### src/rtl/fpu_op_sequencer.sv
// -----------------------------------------------------------------------------
// fpu_op_sequencer
// Multi-cycle issue controller for a combinational single-precision FP ALU.
// One operation is in flight at a time:
//   IDLE -> accept a request and register the operands and control code.
//   EXEC -> hold the ALU inputs for LAT(op) cycles so the ALU paths can be
//           constrained as multicycle paths.
//   RESP -> hold the captured result until the consumer takes it.
// Exception flags from every capture are OR-ed into a sticky fflags register.
//
// Ports
//   clk, rst          clock, synchronous active-high reset
//   flush             abandon the in-flight op and return to IDLE
//   req_*             request channel (valid/ready, op, operands, tag)
//   alu_control/a/b   registered drive into the ALU
//   alu_result/zero/exc  combinational ALU outputs
//   resp_*            response channel (valid/ready, result, flags, tag, illegal)
//   fflags, fflags_clear  sticky exception flags and their clear strobe
//   busy              high whenever the sequencer is not IDLE
// -----------------------------------------------------------------------------
module fpu_op_sequencer #(
    parameter int LAT_ADD  = 2,
    parameter int LAT_MUL  = 3,
    parameter int LAT_DIV  = 8,
    parameter int LAT_MISC = 1
) (
    input  logic        clk,
    input  logic        rst,
    input  logic        flush,
    input  logic        req_valid,
    output logic        req_ready,
    input  logic [3:0]  req_op,
    input  logic [31:0] req_a,
    input  logic [31:0] req_b,
    input  logic [4:0]  req_tag,
    output logic [3:0]  alu_control,
    output logic [31:0] alu_a,
    output logic [31:0] alu_b,
    input  logic [31:0] alu_result,
    input  logic        alu_zero,
    input  logic [5:0]  alu_exc,
    output logic        resp_valid,
    input  logic        resp_ready,
    output logic [31:0] resp_result,
    output logic        resp_zero,
    output logic [5:0]  resp_exc,
    output logic [4:0]  resp_tag,
    output logic        resp_illegal,
    output logic [5:0]  fflags,
    input  logic        fflags_clear,
    output logic        busy
);

    typedef enum logic [1:0] {
        ST_IDLE = 2'd0,
        ST_EXEC = 2'd1,
        ST_RESP = 2'd2
    } state_t;

    // Counter preload (LAT - 1) for an op code; a latency of 0 behaves as 1.
    function automatic logic [3:0] lat_minus1(input logic [3:0] op);
        logic [3:0] lat;
        case (op)
            4'b0000, 4'b0001: lat = LAT_ADD[3:0];
            4'b0010:          lat = LAT_MUL[3:0];
            4'b0011:          lat = LAT_DIV[3:0];
            default:          lat = LAT_MISC[3:0];
        endcase
        if (lat == 4'd0) begin
            lat_minus1 = 4'd0;
        end else begin
            lat_minus1 = lat - 4'd1;
        end
    endfunction

    // Only arithmetic ops and code 1000 report exception flags.
    function automatic logic exc_passes(input logic [3:0] op);
        case (op)
            4'b0000, 4'b0001, 4'b0010, 4'b0011, 4'b1000: exc_passes = 1'b1;
            default:                                     exc_passes = 1'b0;
        endcase
    endfunction

    state_t      state_r, state_s;
    logic [3:0]  cnt_r;
    logic [3:0]  alu_control_r;
    logic [31:0] alu_a_r, alu_b_r;
    logic [4:0]  tag_r;
    logic        resp_valid_r;
    logic [31:0] resp_result_r;
    logic        resp_zero_r;
    logic [5:0]  resp_exc_r;
    logic [4:0]  resp_tag_r;
    logic        resp_illegal_r;
    logic [5:0]  fflags_r;

    logic        accept_s, capture_s, release_s;
    logic        illegal_s;
    logic [5:0]  exc_new_s;
    logic        req_ready_s, busy_s;

    // Handshake strobes; flush suppresses every one of them.
    always_comb begin
        accept_s  = (state_r == ST_IDLE) && req_valid && !flush;
        capture_s = (state_r == ST_EXEC) && (cnt_r == 4'd0) && !flush;
        release_s = (state_r == ST_RESP) && resp_ready && !flush;
        illegal_s = (alu_control_r[3:2] == 2'b11);
        exc_new_s = exc_passes(alu_control_r) ? alu_exc : 6'd0;
    end

    // FSM state register.
    always_ff @(posedge clk) begin
        if (rst) begin
            state_r <= ST_IDLE;
        end else begin
            state_r <= state_s;
        end
    end

    // FSM next-state logic.
    always_comb begin
        state_s = ST_IDLE;
        if (flush) begin
            state_s = ST_IDLE;
        end else begin
            case (state_r)
                ST_IDLE: state_s = req_valid ? ST_EXEC : ST_IDLE;
                ST_EXEC: state_s = (cnt_r == 4'd0) ? ST_RESP : ST_EXEC;
                ST_RESP: state_s = resp_ready ? ST_IDLE : ST_RESP;
                default: state_s = ST_IDLE;
            endcase
        end
    end

    // FSM outputs decoded from the state register.
    always_comb begin
        req_ready_s = 1'b0;
        busy_s      = 1'b1;
        case (state_r)
            ST_IDLE: begin
                req_ready_s = 1'b1;
                busy_s      = 1'b0;
            end
            ST_EXEC, ST_RESP: begin
                req_ready_s = 1'b0;
                busy_s      = 1'b1;
            end
            default: begin
                req_ready_s = 1'b0;
                busy_s      = 1'b1;
            end
        endcase
    end

    // ALU operand/control registers and the latency counter.
    always_ff @(posedge clk) begin
        if (rst) begin
            alu_control_r <= 4'd0;
            alu_a_r       <= 32'd0;
            alu_b_r       <= 32'd0;
            tag_r         <= 5'd0;
            cnt_r         <= 4'd0;
        end else if (accept_s) begin
            alu_control_r <= req_op;
            alu_a_r       <= req_a;
            alu_b_r       <= req_b;
            tag_r         <= req_tag;
            cnt_r         <= lat_minus1(req_op);
        end else if ((state_r == ST_EXEC) && (cnt_r != 4'd0) && !flush) begin
            cnt_r <= cnt_r - 4'd1;
        end
    end

    // Response capture register and its valid bit.
    always_ff @(posedge clk) begin
        if (rst) begin
            resp_valid_r   <= 1'b0;
            resp_result_r  <= 32'd0;
            resp_zero_r    <= 1'b0;
            resp_exc_r     <= 6'd0;
            resp_tag_r     <= 5'd0;
            resp_illegal_r <= 1'b0;
        end else if (capture_s) begin
            resp_valid_r   <= 1'b1;
            // Illegal codes report a forced zero result regardless of the ALU.
            resp_result_r  <= illegal_s ? 32'd0 : alu_result;
            resp_zero_r    <= illegal_s ? 1'b1 : alu_zero;
            resp_exc_r     <= exc_new_s;
            resp_tag_r     <= tag_r;
            resp_illegal_r <= illegal_s;
        end else if (release_s || flush) begin
            resp_valid_r <= 1'b0;
        end
    end

    // Sticky exception flags; a capture's flags survive a same-cycle clear.
    always_ff @(posedge clk) begin
        if (rst) begin
            fflags_r <= 6'd0;
        end else if (capture_s) begin
            fflags_r <= (fflags_clear ? 6'd0 : fflags_r) | exc_new_s;
        end else if (fflags_clear) begin
            fflags_r <= 6'd0;
        end
    end

    assign req_ready    = req_ready_s;
    assign busy         = busy_s;
    assign alu_control  = alu_control_r;
    assign alu_a        = alu_a_r;
    assign alu_b        = alu_b_r;
    assign resp_valid   = resp_valid_r;
    assign resp_result  = resp_result_r;
    assign resp_zero    = resp_zero_r;
    assign resp_exc     = resp_exc_r;
    assign resp_tag     = resp_tag_r;
    assign resp_illegal = resp_illegal_r;
    assign fflags       = fflags_r;

endmodule

### config.mk
export PLATFORM = sky130hd
export DESIGN_NAME = fpu_op_sequencer
export DESIGN_NICKNAME = d
export VERILOG_FILES = /design/src/rtl/fpu_op_sequencer.sv
export SDC_FILE = /design/constraint.sdc
export NUM_CORES = 1
export LEC_CHECK = 0
export ABC_AREA = 1
export BUFFER_PORTS_ARGS = -buffer_cell sky130_fd_sc_hd__buf_2
export CAP_MARGIN = 40
export CELL_PAD_IN_SITES_DETAIL_PLACEMENT = 1
export CELL_PAD_IN_SITES_GLOBAL_PLACEMENT = 2
export CORE_ASPECT_RATIO = 1.2
export CORE_MARGIN = 2
export CORE_UTILIZATION = 23
export DETAILED_ROUTE_END_ITERATION = 12
export GPL_TIMING_DRIVEN = 0
export PLACE_DENSITY_LB_ADDON = 0.3
export SLEW_MARGIN = 20
export SYNTH_ARGS = -nofsm -noshare
export SYNTH_HDL_FRONTEND = slang
export SYNTH_SLANG_ARGS = --single-unit
### constraint.sdc
create_clock -name clk -period 2.1 [get_ports clk]
set_clock_uncertainty 0.1 [all_clocks]
set_input_delay 0.21 -clock clk [delete_from_list [all_inputs] [get_ports clk]]
set_output_delay 0.21 -clock clk [all_outputs]
set_load 0.005 [all_outputs]
==> results <==
- Setup repair after global routing left no endpoint under its margin.
- The commonest non-fill, non-tap cell in the layout is sky130_fd_sc_hd__buf_2.
- The share of layout cells above drive strength 1 is a little under a third.
- The run finished with clean final reports.
- For the worst setup path, the data arrival time is approximately 1900 ps.
- The number of hold violations in the final report is 0.
- The worst setup path is launched from a register.
- The final layout contains 1101 nets.
- The final standard cell area without fillers is 8120 sq um.
- The TritonCTS clock tree is yes.
- VDD sags by at most 0.530 mV.
- In this run the static leakage power is approximately 3.7 nW.
- The number of nets still failing antenna checks after routing is 0.
- The hold path depth is 4.
- The type of destination of the critical path is a register.
- The total congestion overflow after global routing is 0.
- The insertion delay to the later sink of the worst-skew pair is slightly above 400 ps.
- Counting buffers and inverters, the worst setup path is 8 cells deep.
- The count of pins over their slew limit is 0.
- The worst register-to-register path begins at cnt_r[0].
- Based on the critical path, the design can be clocked at up to 595 MHz.
- In this run, the number of DRC markers left after iteration 0 of detailed routing was 130.
- For the worst flop-to-flop path, the logic depth is 8.
- The worst setup path is of the reg -> reg kind.
- The critical path goes through inv_1, ha_1, nand3_2, nor2_4, inv_2, buf_2, nor2_1, nor2_1.
- The clock tree synthesis step divided the H-tree into 4 levels.
- The synthesis-to-layout area growth is 67.4%.
- The routed design has around 18 mm of wire.
- Routability-driven placement finished with a final weighted congestion of around 0.73.
- The root buffer cell chosen for the clock tree is sky130_fd_sc_hd__clkbuf_16.
- After detailed routing, the number of remaining DRC violations is 0.
- The most critical setup path has its startpoint at cnt_r[0].
- After clock tree synthesis, the clock-pin slew on the worst setup and hold paths is 60 ps.
- The antenna diode count is 0.
- The synthesis warning total is 0.
- The worst register-to-register path has a setup slack of roughly 420 ps.
- In this run, synthesis produced a sequential element count of between 100 and 150.
- At the pin with the least slew margin, the transition time is 762 ps.
- The most frequent cell on the critical path is sky130_fd_sc_hd__nor2_1.
- In this run the post-CTS setup repair buffer count came out at 0.
- In this design, the stage delay of the slowest critical-path cell is slightly above 300 ps.
- Summed over all nets, the half-perimeter wirelength after detailed placement is roughly 13 mm.
- The total power divided by cell area is roughly 830 nW/um^2.
- TritonCTS created 17 clock buffers.
- The final number of setup-violating endpoints is 0.
- The total of max-cap violations is 0.
- Data on the critical path is required at its endpoint by approximately 2300 ps.
- The synthesized net count is about 730.
- The tightest slew margin relative to the limit is between 40% and 50%.
- The placeable core region is around 21000 sq um.
- In the finished design, the share of the clock period the worst path needs comes to around 80%.
- The iteration count of the initial detailed-routing pass is 4.
- The largest net degree at the start of global routing is 17.
- The number of antenna violations at the first check in global routing came to 1.
- The total global routing track utilization is between 15 and 20%.
- Summed over all failing endpoints, the final setup total negative slack is 0 ps.
- Yosys mapped the design onto 25 distinct sky130hd cell types.
- After detailed routing, the number of vias per cell comes to ~4.2.
- The area enclosed by the die boundary is ~22000 sq um.
- In the layout the commonest cells are sky130_fd_sc_hd__buf_2 (248), sky130_fd_sc_hd__nor2_1 (168), sky130_fd_sc_hd__dfxtp_1 (131), sky130_fd_sc_hd__dlygate4sd3_1 (111), sky130_fd_sc_hd__o21ai_0 (81).
- The wire length of the first global-routing pass is approximately 29 mm.
- The proportion of synthesized chip area in sequential cells is a little over half.
- The cell area after placement is ~6400 sq um.
- The via count of the first global-routing pass came to approximately 5600.
- The end point of the critical path is resp_tag[4].
- The total buffers and inverters traversed by the critical path is 3.
- After detailed routing, the average wire length per cell comes to around 14 um.
- For this run, the share of the core covered by cells in the final layout is 39.0%.
- In this run the horizontal extent of the chip is 137 um.
- The cell count after synthesis came out at slightly above 600.
- The number of core rows is between 50 and 60.
- The smallest clock period supported by the final layout is computed as 1680 ps.
- Buffers placed on the I/O ports in this run total ~240.
- After synthesis, the mean cell area works out to about 7.9 sq um.
- The total I/O pin count is 240.
- Of all nets on the critical path, the largest fanout is 10.
- The starting density of the core is a little under a quarter.
- The detailed router placed 5355 vias in this run.
- The final total power is 0.00672 W.
- The maximum root-to-sink buffer count is 2.
- The path class of the tightest hold or removal check is in -> reg.
- Among cell families on the critical path, the largest total delay comes from simple AND/OR/NAND/NOR gates.
- The combined area of all synthesized cells is around 4800 sq um.
- The cell at the slowest stage of the critical path is sky130_fd_sc_hd__dfxtp_1.
- The floorplan step set the die height to 163 um.
- The endpoint of the worst-slack reg-to-reg timing path is resp_tag[4].
- The number of sinks driven by the clock tree is ~130.
report_power, final:
part	total, W	switching [W]	internal [W]
Clock	0.00321	0.00120	0.00200
Combinational	0.000834	0.000406	0.000428
Sequential	0.00268	0.0000627	0.00261
Total	0.00672	0.00167	0.00505
layout make-up:
| class | count | area (sq um) |
|---|---|---|
| multi-input cells | 422 | 1880 |
| repair buffers | 349 | 2300 |
| clock inverters | 14 | 200 |
| fillers | 2538 | 12700 |
| flip-flops and latches | 131 | 2620 |
| clock buffers | 18 | 429 |
| well taps | 270 | 338 |
| inverters | 19 | 71.3 |
| plain buffers | 42 | 278 |
cells in the mapped netlist (all sizes together):
cell type      n  area share (%)
nor3           3            0.31
dfxtp        131              54
o21a           1            0.15
buf           22             3.9
ha             1            0.26
o21ai         81             8.4
nand4          1            0.13
inv           19             1.5
dlygate4sd1    1            0.18
a21oi         49             5.2
nand3         49             5.5
nand2         66             5.2
nor2         171              14
clkbuf        19             1.7
registers in the layout, indices dropped and copies added, names as in the netlist:
name	cells
alu_a	32
alu_b	32
alu_control	4
cnt_r	4
fflags	6
resp_exc	6
resp_illegal	1
resp_result	32
resp_tag	5
resp_valid	1
resp_zero	1
state_r	2
tag_r	5
kinds of logic (layout without fill, tap and decap cells):
logic type      after synthesis  after routing  synth area share [%]
compound gates              131            131                  13.7
fa+ha+maj                     1              1                 0.258
buf+inv                      61            442                  7.20
flops                       131            131                  54.1
simple gates                290            290                  24.7
metal layers:
layer | global-route usage [%] | routed length, um | vias to the layer above
met3 | 5.25 | 1170 | 20
li1 | - | - | 2733
met4 | 4.83 | 238 | 2
met5 | 0 | 13 | -
met1 | 18.2 | 7450 | 2438
met2 | 30.3 | 9280 | 162
through the flow:
stage / cells / hold WS, ps / setup slack (ps)
floorplan: 614 / 245 / 630
global placement: 1122 / 341 / 413
detailed placement: 1122 / 346 / 385
CTS: 1265 / 0.688 / 368
global route: 1265 / 24.8 / 230
finish: 1265 / 25.2 / 418
worst reg2reg max path, cell delays in order, from the launching register on:
cell and delay, ps:
sky130_fd_sc_hd__dfxtp_1 310, sky130_fd_sc_hd__inv_1 120, sky130_fd_sc_hd__ha_1 230, sky130_fd_sc_hd__nand3_2 150
sky130_fd_sc_hd__nor2_4 170, sky130_fd_sc_hd__inv_2 100, sky130_fd_sc_hd__buf_2 220, sky130_fd_sc_hd__nor2_1 130
sky130_fd_sc_hd__nor2_1 50
worst min-delay path by stage:
stage	slack (ps)	to	startpoint
after floorplan	240	resp_zero	alu_zero
after global placement	340	resp_zero	alu_zero
after detailed placement	350	resp_zero	alu_zero
after CTS	0.7	alu_control[2]	req_op[2]
after global routing	20	state_r[1]	rst
final	30	resp_valid	resp_ready
timing repair:
action / 4_1_cts / 5_1_grt
endpoints found under the hold margin: 117 / 0
gates resized for setup: 0 / 0
hold buffers: 111 / 0
No activity file was read; power rests on OpenSTA's default activity.
